===== src/rtl/div_stall_unit_if.sv =====
// Handshake bundle between the EX stage and the multi-cycle divider:
// operands and request in one direction, stall/ready/result back.
interface div_stall_unit_if #(
    parameter int WIDTH = 32
);
    logic                 start;
    logic                 signed_div;
    logic [WIDTH-1:0]     opdata1;
    logic [WIDTH-1:0]     opdata2;
    logic                 annul;
    logic                 stallreq_for_ex;
    logic                 ready;
    logic [2*WIDTH-1:0]   result;

    modport master (
        output start, signed_div, opdata1, opdata2, annul,
        input  stallreq_for_ex, ready, result
    );

    modport slave (
        input  start, signed_div, opdata1, opdata2, annul,
        output stallreq_for_ex, ready, result
    );
endinterface


===== src/rtl/div_stall_unit.sv =====
// Radix-2 restoring divider for DIV/DIVU in EX; stalls IF..EX while busy and
// returns {remainder, quotient} with a one-cycle ready pulse.
module div_stall_unit #(
    parameter int WIDTH = 32
) (
    input  logic                 clk,
    input  logic                 rst,
    div_stall_unit_if.slave      bus
);
    localparam int CW = $clog2(WIDTH);
    localparam logic [CW-1:0] CNT_LAST = CW'(WIDTH - 1);

    typedef enum logic [1:0] {IDLE, CALC, DIVZERO, DONE} state_t;

    state_t             state_reg;
    logic [CW-1:0]      cnt_reg;
    logic [WIDTH-1:0]   rem_reg;
    logic [WIDTH-1:0]   quo_reg;
    logic [WIDTH-1:0]   divisor_reg;
    logic               neg_q_reg;
    logic               neg_r_reg;
    logic               ready_reg;
    logic [2*WIDTH-1:0] result_reg;

    logic [WIDTH-1:0]   mag1;
    logic [WIDTH-1:0]   mag2;
    logic [WIDTH:0]     shifted;
    logic [WIDTH-1:0]   sub;
    logic [WIDTH-1:0]   rem_next;
    logic [WIDTH-1:0]   quo_next;
    logic [WIDTH-1:0]   rem_final;
    logic [WIDTH-1:0]   quo_final;

    // Signed operands are reduced to magnitudes; 0x80000000 maps to itself,
    // which is the correct unsigned magnitude.
    always_comb begin
        mag1 = (bus.signed_div && bus.opdata1[WIDTH-1]) ? -bus.opdata1 : bus.opdata1;
        mag2 = (bus.signed_div && bus.opdata2[WIDTH-1]) ? -bus.opdata2 : bus.opdata2;
    end

    // One restoring step: bring in the next dividend bit and subtract if it fits.
    // The partial remainder stays below the divisor, so the low WIDTH bits of
    // the difference are exact whenever the subtraction is taken.
    always_comb begin
        shifted = {rem_reg, quo_reg[WIDTH-1]};
        sub     = shifted[WIDTH-1:0] - divisor_reg;
        if (shifted >= {1'b0, divisor_reg}) begin
            rem_next = sub;
            quo_next = {quo_reg[WIDTH-2:0], 1'b1};
        end else begin
            rem_next = shifted[WIDTH-1:0];
            quo_next = {quo_reg[WIDTH-2:0], 1'b0};
        end
        rem_final = neg_r_reg ? -rem_next : rem_next;
        quo_final = neg_q_reg ? -quo_next : quo_next;
    end

    always_ff @(posedge clk) begin
        if (rst) begin
            state_reg   <= IDLE;
            cnt_reg     <= '0;
            rem_reg     <= '0;
            quo_reg     <= '0;
            divisor_reg <= '0;
            neg_q_reg   <= 1'b0;
            neg_r_reg   <= 1'b0;
            ready_reg   <= 1'b0;
            result_reg  <= '0;
        end else begin
            ready_reg <= 1'b0;
            case (state_reg)
                IDLE: begin
                    if (bus.start && !bus.annul) begin
                        divisor_reg <= mag2;
                        quo_reg     <= mag1;
                        rem_reg     <= '0;
                        cnt_reg     <= '0;
                        neg_q_reg   <= bus.signed_div &&
                                       (bus.opdata1[WIDTH-1] ^ bus.opdata2[WIDTH-1]);
                        neg_r_reg   <= bus.signed_div && bus.opdata1[WIDTH-1];
                        state_reg   <= (bus.opdata2 == '0) ? DIVZERO : CALC;
                    end
                end
                CALC: begin
                    if (bus.annul) begin
                        state_reg <= IDLE;
                    end else begin
                        rem_reg <= rem_next;
                        quo_reg <= quo_next;
                        cnt_reg <= cnt_reg + 1'b1;
                        if (cnt_reg == CNT_LAST) begin
                            state_reg  <= DONE;
                            ready_reg  <= 1'b1;
                            result_reg <= {rem_final, quo_final};
                        end
                    end
                end
                DIVZERO: begin
                    if (bus.annul) begin
                        state_reg <= IDLE;
                    end else begin
                        state_reg  <= DONE;
                        ready_reg  <= 1'b1;
                        result_reg <= '0;
                    end
                end
                DONE: begin
                    state_reg <= IDLE;
                end
                default: begin
                    state_reg <= IDLE;
                end
            endcase
        end
    end

    // A flush drops the stall in the same cycle so the pipeline can redirect.
    assign bus.stallreq_for_ex = !bus.annul &&
                                 (((state_reg == IDLE) && bus.start) ||
                                  (state_reg == CALC) || (state_reg == DIVZERO));
    assign bus.ready  = ready_reg;
    assign bus.result = result_reg;

endmodule


===== src/flat_wrapper.sv =====
// flat-port wrapper written by rule: the top's interface ports become plain ports
module div_stall_unit_flat 
#(
    parameter int WIDTH = 32
)
  (clk, rst, bus_start, bus_signed_div, bus_opdata1, bus_opdata2, bus_annul, bus_stallreq_for_ex, bus_ready, bus_result);
  div_stall_unit_if #(.WIDTH(WIDTH)) bus_i ();
  input  logic clk;
  input  logic rst;
  input wire logic [$bits(bus_i.start)-1:0] bus_start;
  input wire logic [$bits(bus_i.signed_div)-1:0] bus_signed_div;
  input wire logic [$bits(bus_i.opdata1)-1:0] bus_opdata1;
  input wire logic [$bits(bus_i.opdata2)-1:0] bus_opdata2;
  input wire logic [$bits(bus_i.annul)-1:0] bus_annul;
  output wire logic [$bits(bus_i.stallreq_for_ex)-1:0] bus_stallreq_for_ex;
  output wire logic [$bits(bus_i.ready)-1:0] bus_ready;
  output wire logic [$bits(bus_i.result)-1:0] bus_result;
  assign bus_i.start = bus_start;
  assign bus_i.signed_div = bus_signed_div;
  assign bus_i.opdata1 = bus_opdata1;
  assign bus_i.opdata2 = bus_opdata2;
  assign bus_i.annul = bus_annul;
  assign bus_stallreq_for_ex = bus_i.stallreq_for_ex;
  assign bus_ready = bus_i.ready;
  assign bus_result = bus_i.result;
  div_stall_unit #(.WIDTH(WIDTH)) u_core (.clk(clk), .rst(rst), .bus(bus_i));
endmodule

===== config.mk =====
export PLATFORM = sky130hd
export DESIGN_NAME = div_stall_unit_flat
export DESIGN_NICKNAME = d
export VERILOG_FILES = /design/src/rtl/div_stall_unit_if.sv /design/src/rtl/div_stall_unit.sv /design/src/flat_wrapper.sv
export SDC_FILE = /design/constraint.sdc
export NUM_CORES = 1
export LEC_CHECK = 0
export CORE_MARGIN = 2
export CORE_UTILIZATION = 50
export DETAILED_ROUTE_END_ITERATION = 6
export PLACE_DENSITY_LB_ADDON = 0.08
export SLEW_MARGIN = 30
export SYNTH_ARGS = -nofsm -noshare
export SYNTH_HDL_FRONTEND = slang
export SYNTH_SLANG_ARGS = --single-unit

===== constraint.sdc =====
create_clock -name clk -period 4.4 [get_ports clk]
set_input_delay 0.88 -clock clk [delete_from_list [all_inputs] [get_ports clk]]
set_output_delay 0.88 -clock clk [all_outputs]
set_load 0.01 [all_outputs]

==> impl_table.tex <==
\begin{tabular}{lr}
\hline
Metric & Value \\
\hline
\multicolumn{2}{l}{\textbf{Outcome}} \\
\quad Outcome & finished clean \\
\multicolumn{2}{l}{\textbf{Synth}} \\
\quad Synth unique cells & 81 \\
\quad Async SR Flop Fraction & 0 \\
\quad EDFF count, synth & 0 \\
\quad Post-synthesis sequential element count & between 150 and 200 \\
\quad Average cell area after synthesis & 7.45 um2 \\
\quad Primary flip-flop cell chosen by synthesis mapping & dfxtp\_1 \\
\quad Post-synthesis cell area & between 10000 and 15000 um2 \\
\quad Post-Synthesis Net Count & roughly 1600 \\
\quad Fraction of synthesized cell area taken by the top area cell type & 0.298 \\
\quad Synthesized netlist cell count & 1532 \\
\quad Largest area contributor in the synthesized netlist & dfxtp\_1 \\
\quad Yosys warns & 0 \\
\quad Sequential area share after synthesis & 0.298 \\
\quad Leading post-synthesis cells by cell area & dfxtp\_1 (30\%), nand2\_1 (7.5\%), xnor2\_1 (6.2\%) \\
\multicolumn{2}{l}{\textbf{Floorplan}} \\
\quad Starting density of the core & 0.507 \\
\quad Die height & $\sim$160 um \\
\quad Horizontal extent of the die & about 160 um \\
\quad Area of the core & between 20000 and 25000 um2 \\
\quad Die area & around 24000 um2 \\
\quad Rows & between 50 and 60 \\
\quad Boundary pin count & 135 \\
\multicolumn{2}{l}{\textbf{Cells and area}} \\
\quad Core Util, Final & 0.642 \\
\quad N\_diodes & 0 \\
\quad Commonest non-fill, non-tap cell in the layout & nand2\_1 \\
\quad Max reg flops & 64 \\
\quad Fill cell count & 2075 \\
\quad Total area of multi-input combinational cells & 7870 um2 \\
\quad Most frequent cells in the layout & nand2\_1 (222), nor2\_1 (166), dfxtp\_1 (159) \\
\quad Final Net Count & between 1500 and 2000 \\
\quad Register Area & roughly 3400 um2 \\
\quad Area growth from synthesis to final layout & 26.6\% \\
\quad Fraction of final layout cells with drive strength greater than 1 & 0.136 \\
\multicolumn{2}{l}{\textbf{Pwr}} \\
\quad Leakage power summed over all cells & between 5 and 6 nW \\
\quad Power density over cell area & 345 nW/um2 \\
\quad Worst-case vdd ir drop & approximately 0.28 mV \\
\quad Total power of the final layout & between 0.004 and 0.005 W \\
\multicolumn{2}{l}{\textbf{Critical path}} \\
\quad Critical Path Sink Type & register \\
\quad Critical-path maximum fanout & 4 \\
\quad Startpoint type of the worst setup path & register \\
\quad Worst EP arrival & $\sim$4.6 ns \\
\quad Data required time of the worst path & around 4.7 ns \\
\quad Depth of the worst register-to-register path & 15 \\
\quad Critical path class & register to register \\
\quad Worst setup path start & u\_core.divisor\_reg[0] \\
\quad Beginning of the worst register-to-register path & u\_core.divisor\_reg[0] \\
\multicolumn{2}{l}{\textbf{STA}} \\
\quad Final number of setup-violating endpoints & 0 \\
\quad Final hold viol count & 0 \\
\quad Tcrit/Tclk final & 0.967 \\
\quad Maximum clock rate & approximately 230 MHz \\
\quad Post-route setup TNS & 0 ns \\
\quad Measured slew at the worst slew-check pin & between 0.9 and 1 ns \\
\quad Worst slew margin relative to its limit & 0.364 \\
\quad Hold Worst Slack & 0.448 ns \\
\quad Period minus WS final & around 4.3 ns \\
\quad Slew Viols, Final & 0 \\
\quad Worst clock skew & roughly 0.017 ns \\
\multicolumn{2}{l}{\textbf{Drt}} \\
\quad Routed wire per std cell & about 19 um \\
\quad Total via count in the routed design & $\sim$12000 \\
\quad Via density per instance & slightly below 6 \\
\quad Drt drc & 0 \\
\quad Post-detailed-routing wire length & 36900 um \\
\quad Final ANT Viol Nets & 0 \\
\quad Starting DRT DRC Count & around 1000 \\
\quad Initial DRT Pass Iterations & 6 \\
\multicolumn{2}{l}{\textbf{CTS}} \\
\quad H-tree lvl count & 4 \\
\quad Count of hold-fix buffers inserted at cts & 0 \\
\quad Root buffer selected by CTS & clkbuf\_16 \\
\quad Bufs on Longest Clock Path & 2 \\
\quad Clock latency at the later pin of the worst-skew pair & 0.45 ns \\
\quad Worst-path clk slew & $\sim$0.080 ns \\
\quad \# clock sinks & 170 \\
\quad Clock tree from TritonCTS & yes \\
\quad Number of buffers added by the clock tree synthesis step & 17 \\
\multicolumn{2}{l}{\textbf{Placed design}} \\
\quad GPL Wtd Cong & 0.944 \\
\quad Half-perimeter wire length after detailed placement & 28000 um \\
\quad Number of port buffers & 134 \\
\multicolumn{2}{l}{\textbf{Worst hold path}} \\
\quad Worst Hold Launch & u\_core.bus.result[29] \\
\quad Min-Delay Path Class & register to register \\
\quad Worst hold path stage count & 2 \\
\multicolumn{2}{l}{\textbf{Global routing}} \\
\quad Maximum number of pins on one net before global-route repair & 66 \\
\quad Remaining Overflow, GRT & 0 \\
\quad Vias in the first global route & approximately 11000 \\
\quad Initial antenna violation count & 0 \\
\quad Global-route usage over all layers & 0.306 \\
\quad Wire length of the first global-routing pass & 58000 um \\
\multicolumn{2}{l}{\textbf{Flow run}} \\
\quad Max-capacitance violation count & 0 \\
\hline
\end{tabular}
## cell families after synthesis
| group | after synthesis | synth area share |
|---|---|---|
| AOI/OAI and AO/OA | 434 | 0.247 |
| xor gates and xnor gates | 139 | 0.107 |
| adders and majority gates | 42 | 0.0467 |
| buffers and inverters | 157 | 0.0569 |
| DFF | 170 | 0.298 |
| muxes | 17 | 0.0161 |
| and+or+nand+nor | 573 | 0.228 |
## cells in the mapped netlist (11+ instances only)
master	number
o41ai_1	11
a21oi_1	110
a22oi_1	63
nor2_1	172
or3_1	15
o21ai_1	19
xnor2_1	81
nand3_1	19
dfxtp_1	170
nand2_1	227
inv_1	58
ha_1	41
o31ai_1	19
o21ai_0	96
xor2_1	58
clkbuf_1	79
nand2b_1	12
nor4_1	21
nor3_1	29
a21o_1	14
mux2i_1	12
a211oi_1	28
or4_1	12
## final timing paths
check / to / slack, ns
setup / recovery: u_core.bus.result[63] / 0.14
hold / removal: u_core.bus.result[29] / 0.45
setup reg to reg: u_core.bus.result[63] / 0.14
hold reg to reg: u_core.bus.result[29] / 0.45
## per-stage QoR
step	area [um2]	std cells	setup WS, ns
6_report	14500	1966	0.144
5_1_grt	14500	1966	-0.0144
4_1_cts	14200	1962	0.0290
3_5_place_dp	13600	1930	-0.00733
3_3_place_gp	13600	1930	0.108
2_1_floorplan	11700	1532	-0.0497
## worst max-delay path, cell delays in order (launching register included)
cell and delay, ns:
dfxtp_1 0.42, ha_1 0.25, inv_1 0.08, fa_1 0.41
a21o_1 0.23, a221o_1 0.37, a41o_1 0.33, nor2_4 0.23
o221ai_2 0.16, a311oi_2 0.27, nor3_1 0.09, mux2_4 0.32
or3b_4 0.42, o31ai_2 0.25, xor2_1 0.21, o21ai_1 0.08
## metal layers
metal  vias up  routed length, um  GRT usage
met5         -                  0          0
met3        55               2420     0.0468
li1       5699                  -          -
met1      5401              18200      0.454
met4         0                754     0.0851
met2       441              15600      0.458
## area by class of cell
type	count	area share
clock buffer	17	0.0294
multi-input combinational	1205	0.544
inverter	59	0.0153
sequential	170	0.236
clock inverter	15	0.0138
timing repair buffer	215	0.136
tap	285	0.0247
## power by group
group / total [W] / switching [W] / internal [W]
sequential: 0.00168 / 0.0000722 / 0.00161
combinational: 0.00172 / 0.00103 / 0.000690
clock: 0.00159 / 0.000808 / 0.000781
## repair_timing
| action | in CTS | in global routing |
|---|---|---|
| gates resized for setup | 0 | 49 |
| pin swaps | 1 | 18 |
| buffers inserted | 0 | 4 |
| setup endpoints to repair | 2 | 15 |
Power figures use the tool's default switching activity.
